<file path="config.mk">
export PLATFORM = sky130hd
export DESIGN_NAME = sprite_table
export DESIGN_NICKNAME = d
export VERILOG_FILES = /design/src/rtl/sprite_pkg.sv /design/src/rtl/sprite_slot_match.sv /design/src/rtl/sprite_table.sv
export SDC_FILE = /design/constraint.sdc
export NUM_CORES = 1
export LEC_CHECK = 0
export ABC_CLOCK_PERIOD_IN_PS = 6150
export CELL_PAD_IN_SITES_DETAIL_PLACEMENT = 2
export CELL_PAD_IN_SITES_GLOBAL_PLACEMENT = 2
export CORE_MARGIN = 3
export CORE_UTILIZATION = 45
export CTS_CLUSTER_SIZE = 20
export DETAILED_ROUTE_END_ITERATION = 8
export PLACE_DENSITY_LB_ADDON = 0.3
export SLEW_MARGIN = 20
export SYNTH_ARGS = -nofsm -noshare
export SYNTH_HDL_FRONTEND = slang
export SYNTH_SLANG_ARGS = --single-unit
</file>
<file path="constraint.sdc">
create_clock -name clk -period 6.15 [get_ports clk]
set_clock_uncertainty 0.2 [all_clocks]
set_input_delay 0.615 -clock clk [delete_from_list [all_inputs] [get_ports clk]]
set_output_delay 0.615 -clock clk [all_outputs]
set_load 0.02 [all_outputs]
</file>
<file path="src/rtl/sprite_pkg.sv">
// Shared types for the sprite table: descriptor field layout, decoded entry,
// per-line slot record and scan FSM states.
package sprite_pkg;
    localparam int N_SLOTS   = 4;
    localparam int SPR_LOG2  = 5;
    localparam int SPR_SIZE  = 1 << SPR_LOG2;
    localparam int N_ENTRIES = 8;

    localparam int D_EN       = 31;
    localparam int D_SHEET_HI = 30;
    localparam int D_SHEET_LO = 27;
    localparam int D_FLIP     = 26;
    localparam int D_X_HI     = 25;
    localparam int D_X_LO     = 16;
    localparam int D_Y_HI     = 15;
    localparam int D_Y_LO     = 6;
    localparam int D_ROW_HI   = 5;
    localparam int D_ROW_LO   = 3;
    localparam int D_COL_HI   = 2;
    localparam int D_COL_LO   = 0;

    typedef struct packed {
        logic       en;
        logic [3:0] sheet;
        logic       flip;
        logic [9:0] x;
        logic [9:0] y;
        logic [2:0] row;
        logic [2:0] col;
    } spr_entry_t;

    typedef struct packed {
        logic [9:0]          x;
        logic [3:0]          sheet;
        logic                flip;
        logic [2:0]          row;
        logic [2:0]          col;
        logic [SPR_LOG2-1:0] dy;
        logic                occupied;
    } spr_slot_t;

    typedef enum logic {IDLE, SCAN} scan_state_t;

    function automatic spr_entry_t decode_entry(input logic [31:0] d);
        spr_entry_t e;
        e.en    = d[D_EN];
        e.sheet = d[D_SHEET_HI:D_SHEET_LO];
        e.flip  = d[D_FLIP];
        e.x     = d[D_X_HI:D_X_LO];
        e.y     = d[D_Y_HI:D_Y_LO];
        e.row   = d[D_ROW_HI:D_ROW_LO];
        e.col   = d[D_COL_HI:D_COL_LO];
        return e;
    endfunction
endpackage

</file>
<file path="src/rtl/sprite_slot_match.sv">
// One slot's horizontal coverage test and sprite-local column (dx), combinational.
module sprite_slot_match
    import sprite_pkg::*;
(
    input  logic [9:0]          slot_x,
    input  logic                slot_flip,
    input  logic                occupied,
    input  logic [9:0]          pix_x,
    input  logic                pix_valid,
    output logic                hit,
    output logic [SPR_LOG2-1:0] dx
);
    logic [10:0] off;

    // 11-bit difference; sprites near the right edge simply stop at column 1023
    assign off = {1'b0, pix_x} - {1'b0, slot_x};
    assign hit = pix_valid && occupied && (pix_x >= slot_x) && (off < 11'(SPR_SIZE));
    assign dx  = off[SPR_LOG2-1:0] ^ {SPR_LOG2{slot_flip}};
endmodule

</file>
<file path="src/rtl/sprite_table.sv">
// Double-buffered sprite attribute table with per-line scan and pixel select.
// Optional mirroring is enabled with the SPRITE_FLIP_EN macro.
module sprite_table
    import sprite_pkg::*;
(
    input  logic        clk,
    input  logic        reset,
    input  logic        wr_en,
    input  logic [2:0]  wr_addr,
    input  logic [31:0] wr_data,
    input  logic        frame_start,
    input  logic        line_start,
    input  logic [9:0]  line_y,
    input  logic [9:0]  pix_x,
    input  logic        pix_valid,
    output logic        spr_hit,
    output logic [3:0]  spr_sheet,
    output logic [15:0] spr_rom_addr,
    output logic        spr_overflow,
    output logic        scan_busy
);
`ifdef SPRITE_FLIP_EN
    localparam bit FLIP_EN = 1'b1;
`else
    localparam bit FLIP_EN = 1'b0;
`endif
    localparam int CNT_W = $clog2(N_SLOTS + 1);

    logic [31:0]      shadow [N_ENTRIES];
    logic [31:0]      active [N_ENTRIES];
    spr_slot_t        pend   [N_SLOTS];
    spr_slot_t        cur    [N_SLOTS];
    logic [CNT_W-1:0] pend_cnt;
    scan_state_t      state_q, state_d;
    logic [2:0]       idx_q, idx_d;
    logic [9:0]       line_y_q;

    spr_entry_t  ent;
    logic [10:0] dy_full;
    logic        scan_hit;
    spr_slot_t   new_slot;

    always_comb begin
        state_d = state_q;
        idx_d   = idx_q;
        if (line_start) begin
            state_d = SCAN;
            idx_d   = 3'd0;
        end else if (state_q == SCAN) begin
            idx_d = idx_q + 3'd1;
            if (idx_q == 3'd7) state_d = IDLE;
        end
    end

    assign ent      = decode_entry(active[idx_q]);
    assign dy_full  = {1'b0, line_y_q} - {1'b0, ent.y};
    assign scan_hit = (state_q == SCAN) && ent.en && (line_y_q >= ent.y)
                      && (dy_full < 11'(SPR_SIZE));

    always_comb begin
        new_slot          = '0;
        new_slot.x        = ent.x;
        new_slot.sheet    = ent.sheet;
        new_slot.flip     = ent.flip & FLIP_EN;
        new_slot.row      = ent.row;
        new_slot.col      = ent.col;
        new_slot.dy       = dy_full[SPR_LOG2-1:0];
        new_slot.occupied = 1'b1;
    end

    assign scan_busy = (state_q == SCAN);

    always_ff @(posedge clk) begin
        if (reset) begin
            for (int i = 0; i < N_ENTRIES; i++) begin
                shadow[i] <= '0;
                active[i] <= '0;
            end
            for (int i = 0; i < N_SLOTS; i++) begin
                pend[i] <= '0;
                cur[i]  <= '0;
            end
            pend_cnt     <= '0;
            state_q      <= IDLE;
            idx_q        <= 3'd0;
            line_y_q     <= '0;
            spr_overflow <= 1'b0;
        end else begin
            state_q <= state_d;
            idx_q   <= idx_d;
            if (wr_en) shadow[wr_addr] <= wr_data;
            // commit reads shadow before this cycle's write lands
            if (frame_start) begin
                for (int i = 0; i < N_ENTRIES; i++) active[i] <= shadow[i];
                spr_overflow <= 1'b0;
            end
            if (line_start) begin
                for (int i = 0; i < N_SLOTS; i++) begin
                    cur[i]  <= pend[i];
                    pend[i] <= '0;
                end
                pend_cnt <= '0;
                line_y_q <= line_y;
            end else if (scan_hit) begin
                if (pend_cnt < CNT_W'(N_SLOTS)) begin
                    for (int i = 0; i < N_SLOTS; i++)
                        if (pend_cnt == CNT_W'(i)) pend[i] <= new_slot;
                    pend_cnt <= pend_cnt + 1'b1;
                end else if (!frame_start) begin
                    spr_overflow <= 1'b1;
                end
            end
        end
    end

    logic [N_SLOTS-1:0]  hit_v;
    logic [SPR_LOG2-1:0] dx_v [N_SLOTS];

    for (genvar g = 0; g < N_SLOTS; g++) begin : g_match
        sprite_slot_match u_match (
            .slot_x    (cur[g].x),
            .slot_flip (cur[g].flip),
            .occupied  (cur[g].occupied),
            .pix_x     (pix_x),
            .pix_valid (pix_valid),
            .hit       (hit_v[g]),
            .dx        (dx_v[g])
        );
    end

    logic        sel_hit;
    logic [3:0]  sel_sheet;
    logic [15:0] sel_addr;

    always_comb begin
        sel_hit   = 1'b0;
        sel_sheet = '0;
        sel_addr  = '0;
        // walk downwards so the lowest matching slot is the last assignment
        for (int i = N_SLOTS - 1; i >= 0; i--) begin
            if (hit_v[i]) begin
                sel_hit   = 1'b1;
                sel_sheet = cur[i].sheet;
                sel_addr  = {cur[i].row, cur[i].col, cur[i].dy, dx_v[i]};
            end
        end
    end

    always_ff @(posedge clk) begin
        if (reset) begin
            spr_hit      <= 1'b0;
            spr_sheet    <= '0;
            spr_rom_addr <= '0;
        end else begin
            spr_hit      <= sel_hit;
            spr_sheet    <= sel_sheet;
            spr_rom_addr <= sel_addr;
        end
    end
endmodule

</file>
Yosys cells after proc, flatten, opt, wreduce, memory -nomap -nowiden:

Memory sizes are Yosys's and may differ from the RTL's. A register that Yosys moved wholly into a read port is not among the register bits.
Cells that the tools add are included.

* bits in writable memories: 724
* output and inout port bits: 23
* bits in registers: 39
* memories: 4
* bits of input ports: 61

* equal/unequal tests: 4
* bitwise gates (word level): 24
* mux-type cells: 80
* $lt $le $gt $ge: 11
* add/sub/neg operators: 7
* reductions and logical operators: 19

Memories
* active: words 8, width 32, read ports 1, clocked after Yosys merged registers in 1, write ports 8, line sprite_table.sv:30 `logic [31:0] active [N_ENTRIES];`
* shadow: words 8, width 32, read ports 8, clocked after Yosys merged registers in 0, write ports 8, line sprite_table.sv:29 `logic [31:0] shadow [N_ENTRIES];`
* cur: words 4, width 27, read ports 4, clocked after Yosys merged registers in 0, write ports 4, line sprite_table.sv:32 `spr_slot_t cur [N_SLOTS];`
* pend: words 4, width 26, read ports 4, clocked after Yosys merged registers in 0, write ports 4, line sprite_table.sv:31 `spr_slot_t pend [N_SLOTS];`

Operators with widths (count)
* two-way mux 32 bit: 9
* two-way mux 26 bit: 8
* two-way mux 27 bit: 4
* two-way mux 16 bit: 4
* < comparator 11 x 6 -> 1 bit, second input constant: 5
* subtractor 10 x 10 -> 11 bit: 5
* greater-or-equal comparator 10 bit: 5
* two-way mux 1 bit: 48
* OR reduction 32 bit: 1
* bitwise OR 1 bit: 20
* bitwise XOR 5 bit: 4
* two-way mux 4 bit: 4
* logical AND 1 bit: 15
* two-way mux 3 bit: 3
* adder 3 x 1 -> 3 bit, second input constant: 2
* == test 3 x 2 -> 1 bit, second input constant: 2
* == test 3 x 1 -> 1 bit, second input constant: 1
* == test 3 bit, second input constant: 1
* zero test 3 bit: 1
* < comparator 3 bit, second input constant: 1
* AND reduction 2 bit: 1
* OR reduction 2 bit: 1

Longest topological paths before layout:

* word-level depth: 8
* mapped depth: 16
* gate-level depth less buffers: 12

Hierarchy:

A second synthesis with hierarchy kept.

* cell total of the unflattened synthesis: 2283
* area, all modules: 32381.1 µm²

Modules (own cells, without submodules)
* sprite_table: area an instance 30110.1 µm², times used 1, cells an instance 1979
* sprite_slot_match at g_match[0].u_match ...: area an instance 568.0 µm², times used 3, cells an instance 75
* sprite_slot_match at g_match[1].u_match: area an instance 566.8 µm², times used 1, cells an instance 79

Worst setup path before layout:

No wires, ideal clock.

* path type: register to register
* from: reg (tool-made name)
* to: mem pend[1][0] (netlist bit) (enable)
* path buffers: 3
* stages on the path, launching flop included: 14
* clock period less this slack: 5.130 ns
* arrival: 4.547 ns
* setup slack: 1.020 ns
* library setup time: 0.383 ns
* cell sequence: dfxtp_1 > buf_2 > buf_1 > buf_1 > mux4_2 > mux2i_1 > ha_1 > o21ai_0 > a21oi_1 > o41ai_1 > mux2_2 > nor4_4 > nand2_1 > nand2_1

RTL lines (line)
* to (decl): sprite_table.sv:31

==> results.toml <==
[run_status]
outcome = "finished, final reports clean"

[die]
die_x_um = 272
rows = 96
die_h_um = 272
dieArea_sq_um = 74000
ioPinCount = 84
core_area_sq_um = 69300
start_util_pct = 46.0

[sta]
setup_tns_ns = 0
finalSetupViolCount = 0
final_max_slew_viol_count = 0
fmax_mhz = 188
rsz0062_at_grt = "no"
final.min_clock_period_ns = 5.32
min_period_over_period_pct = 86.4
hold_violations = 0
max_slew.worst_pin.slew_ns = 1.09
relSlewSlack_pct = 25.3

[clock_network]
h-tree-depth = 3
root_buffer = "clkbuf_16"
worstSkewPairLatency_ns = 0.63
cts_tree = "done"
hold_buffers = 0
clockBufferDepth = 3
post-cts-setup-buffers = 0
path_clk_slew_ns = 0.06
cts_inserted_buffers = 79
cts_resized = 0
cts_sinks = 746

[power]
p_comb_share_pct = 7.2
p_leak_uw = 0.0137
p_per_area_nw_per_um2 = 320
power.switching_uw = 2720
p_int_uw = 8940
sw_frac_of_total_pct = 23.4
peakVddDrop_v = 0.000241
p_clk_share_pct = 41.7
seqPwrFrac_pct = 51.0

[global_route]
grt_antenna_before_repair = 6
grt_max_degree = 187
grt_pass1_vias = 21200
grt_pass1_wl_um = 141000
track_usage_pct = 25.8
grt-ovfl-total = 0

[final_layout]
finish.utilization_pct = 52.6
fin_nets = 2408
n_fill_cell = 6287
drive_gt1_share_pct = 11.5
syn_to_final_growth_pct = 14.4

[yosys]
synth_top_area_share_pct = 63.7
yosys.area.top_type = "edfxtp_1"
synth.avg_cell_area_sq_um = 14.5
syn_area_sq_um = 31800
syn_nets = 2322
synthesis.instances = 2199
synth-seq-area-share_pct = 68.1
synth-edff-count = 676
netlist_top_cells_area = "edfxtp_1, and2_1, dfxtp_1, mux4_2, ha_1"
ys_ff_latch = 746
synthTopCellsByCount = "edfxtp_1, and2_1, nor2_1"
synth_most_common_cell = "edfxtp_1"
ys_types = 73
synth_top_flop_cell = "edfxtp_1"
synth-async-reset-ratio_pct = 0
synth_warnings = 0

[detailed_routing]
num_vias = 18700
dr.pass1.iters = 5
via_per_inst = 5.70
drc = 0
wirelength_um = 94500
drt_iter0_markers = 1642
final_antenna_net_count = 0
detail_route.wl_per_cell_um = 28.8

[setup_path]
crit_slowest_cell = "dfxtp_4"
end_kind = "register"
critPathRequiredTime_ns = 6.40
cpPeakStageDelay_ns = 0.77
crit_fanout = 25
critPathKind = "reg2reg"
worstPathArrival_ns = 5.57
start_kind = "register"
reg2regPathDepth = 11
cp_cell_sequence = "mux4_2, mux2i_1, ha_1, o21ai_0, a21oi_1, o41ai_1, mux2_2, nor4_4, nand3_2, buf_4, mux2i_1"
critical_path.most_common_cell = "mux2i_1"

[placed_design]
hpwl_um = 57600
routabilityCongestion = 0.825
port_buffers = 82

[min_path]
min_path_cells = 2
worst_hold_path_type = "in2reg"

[flow_run]
cap_violations = 0
## layout make-up
| class | instances | area (sq um) | area share, % |
|---|---|---|---|
| multi-input cells | 1260 | 9500 | 26.1 |
| clock buffers | 101 | 2100 | 5.77 |
| repair buffers | 127 | 1210 | 3.32 |
| flip-flops and latches | 746 | 21700 | 59.6 |
| diodes | 4 | 10.0 | 0.0275 |
| well taps | 931 | 1160 | 3.20 |
| inverters | 71 | 269 | 0.739 |
| clock inverters | 46 | 462 | 1.27 |
## registers in the layout, indices dropped and copies added (netlist names), 3 cells and up, named ones only
register and flops:
active 248, cur 104, idx_q 3, line_y_q 10, pend 104, pend_cnt 3
shadow 248, spr_rom_addr 16, spr_sheet 4
## worst max-delay path: cells and delay by family (launching register included)
| family | cells | cell delay (ns) |
|---|---|---|
| muxes | 4 | 1.69 |
| AOI/OAI and AO/OA | 3 | 0.88 |
| and+or+nand+nor | 2 | 0.80 |
| DFF | 1 | 0.77 |
| adders and majority gates | 1 | 0.38 |
| buffers and inverters | 1 | 0.35 |
## metrics by stage
stage	hold slack (ns)	cell area, sq um	instances	setup WS, ns	power [uW]
final	0.248	36400	3286	0.834	11700
after global routing	0.269	36400	3283	0.514	12000
after CTS	0.228	36400	3281	0.886	11800
after detailed placement	0.246	33800	3134	1.03	6880
after global placement	0.229	33800	3134	1.21	6760
after floorplan	0.216	31800	2199	1.02	6490
## cells by family after synthesis
kind of cell,after synthesis,synth area share (%)
compound gates,162,3.75
xor+xnor,20,0.550
fa+ha+maj,62,2.55
buf+inv,193,2.37
flops,746,68.1
mux,136,6.73
simple gates,880,15.9
## power by group through the flow
| stage | logic, uW | registers (uW) | clock network (uW) |
|---|---|---|---|
| global route | 916 | 5970 | 5160 |
| floorplan | 503 | 5990 | 0 |
| CTS | 848 | 5950 | 4950 |
| global placement | 762 | 6000 | 0 |
| detailed placement | 830 | 6050 | 0 |
| finish | 845 | 5950 | 4870 |
## final timing paths
| kind | from | to | slack, ns |
|---|---|---|---|
| max | register | pend[2][10] | 0.83 |
| min | reset | line_y_q[2] | 0.25 |
| max reg2reg | register | pend[2][10] | 0.83 |
| min reg2reg | pend[3][0] | pend[3][0] | 0.25 |
## cell usage in the layout, fill, tap and decap left out, types with 6 or more instances in the layout
cell type / instances
clkinv_1: 16
xnor2_1: 11
clkbuf_1: 20
nand3_1: 8
bufinv_16: 9
nor2b_1: 73
and3_1: 105
o32ai_1: 15
o211ai_1: 6
o31a_1: 6
a221oi_1: 16
nor2_1: 136
o21a_1: 12
inv_1: 69
clkdlybuf4s50_1: 80
or2_2: 8
xor2_1: 9
nand4_1: 7
edfxtp_1: 676
buf_4: 42
clkbuf_16: 81
and2_1: 434
a21oi_1: 24
ha_1: 57
clkinv_2: 13
o22ai_1: 6
nor3_1: 13
a21o_1: 9
mux2i_1: 68
nand2_1: 49
dfxtp_1: 67
nand2b_1: 9
a211oi_1: 6
mux4_2: 62
o21ai_0: 23
## metal layers
metal  GRT usage (%)  vias to the layer above  wire [um]
li1                -                     8172          -
met1            30.7                     9861      37200
met2            46.5                      499      49600
met3            4.74                      181       4780
met4            9.52                        2       2940
met5               0                        -         12
Note: power is estimated with default switching activity, not from simulation.
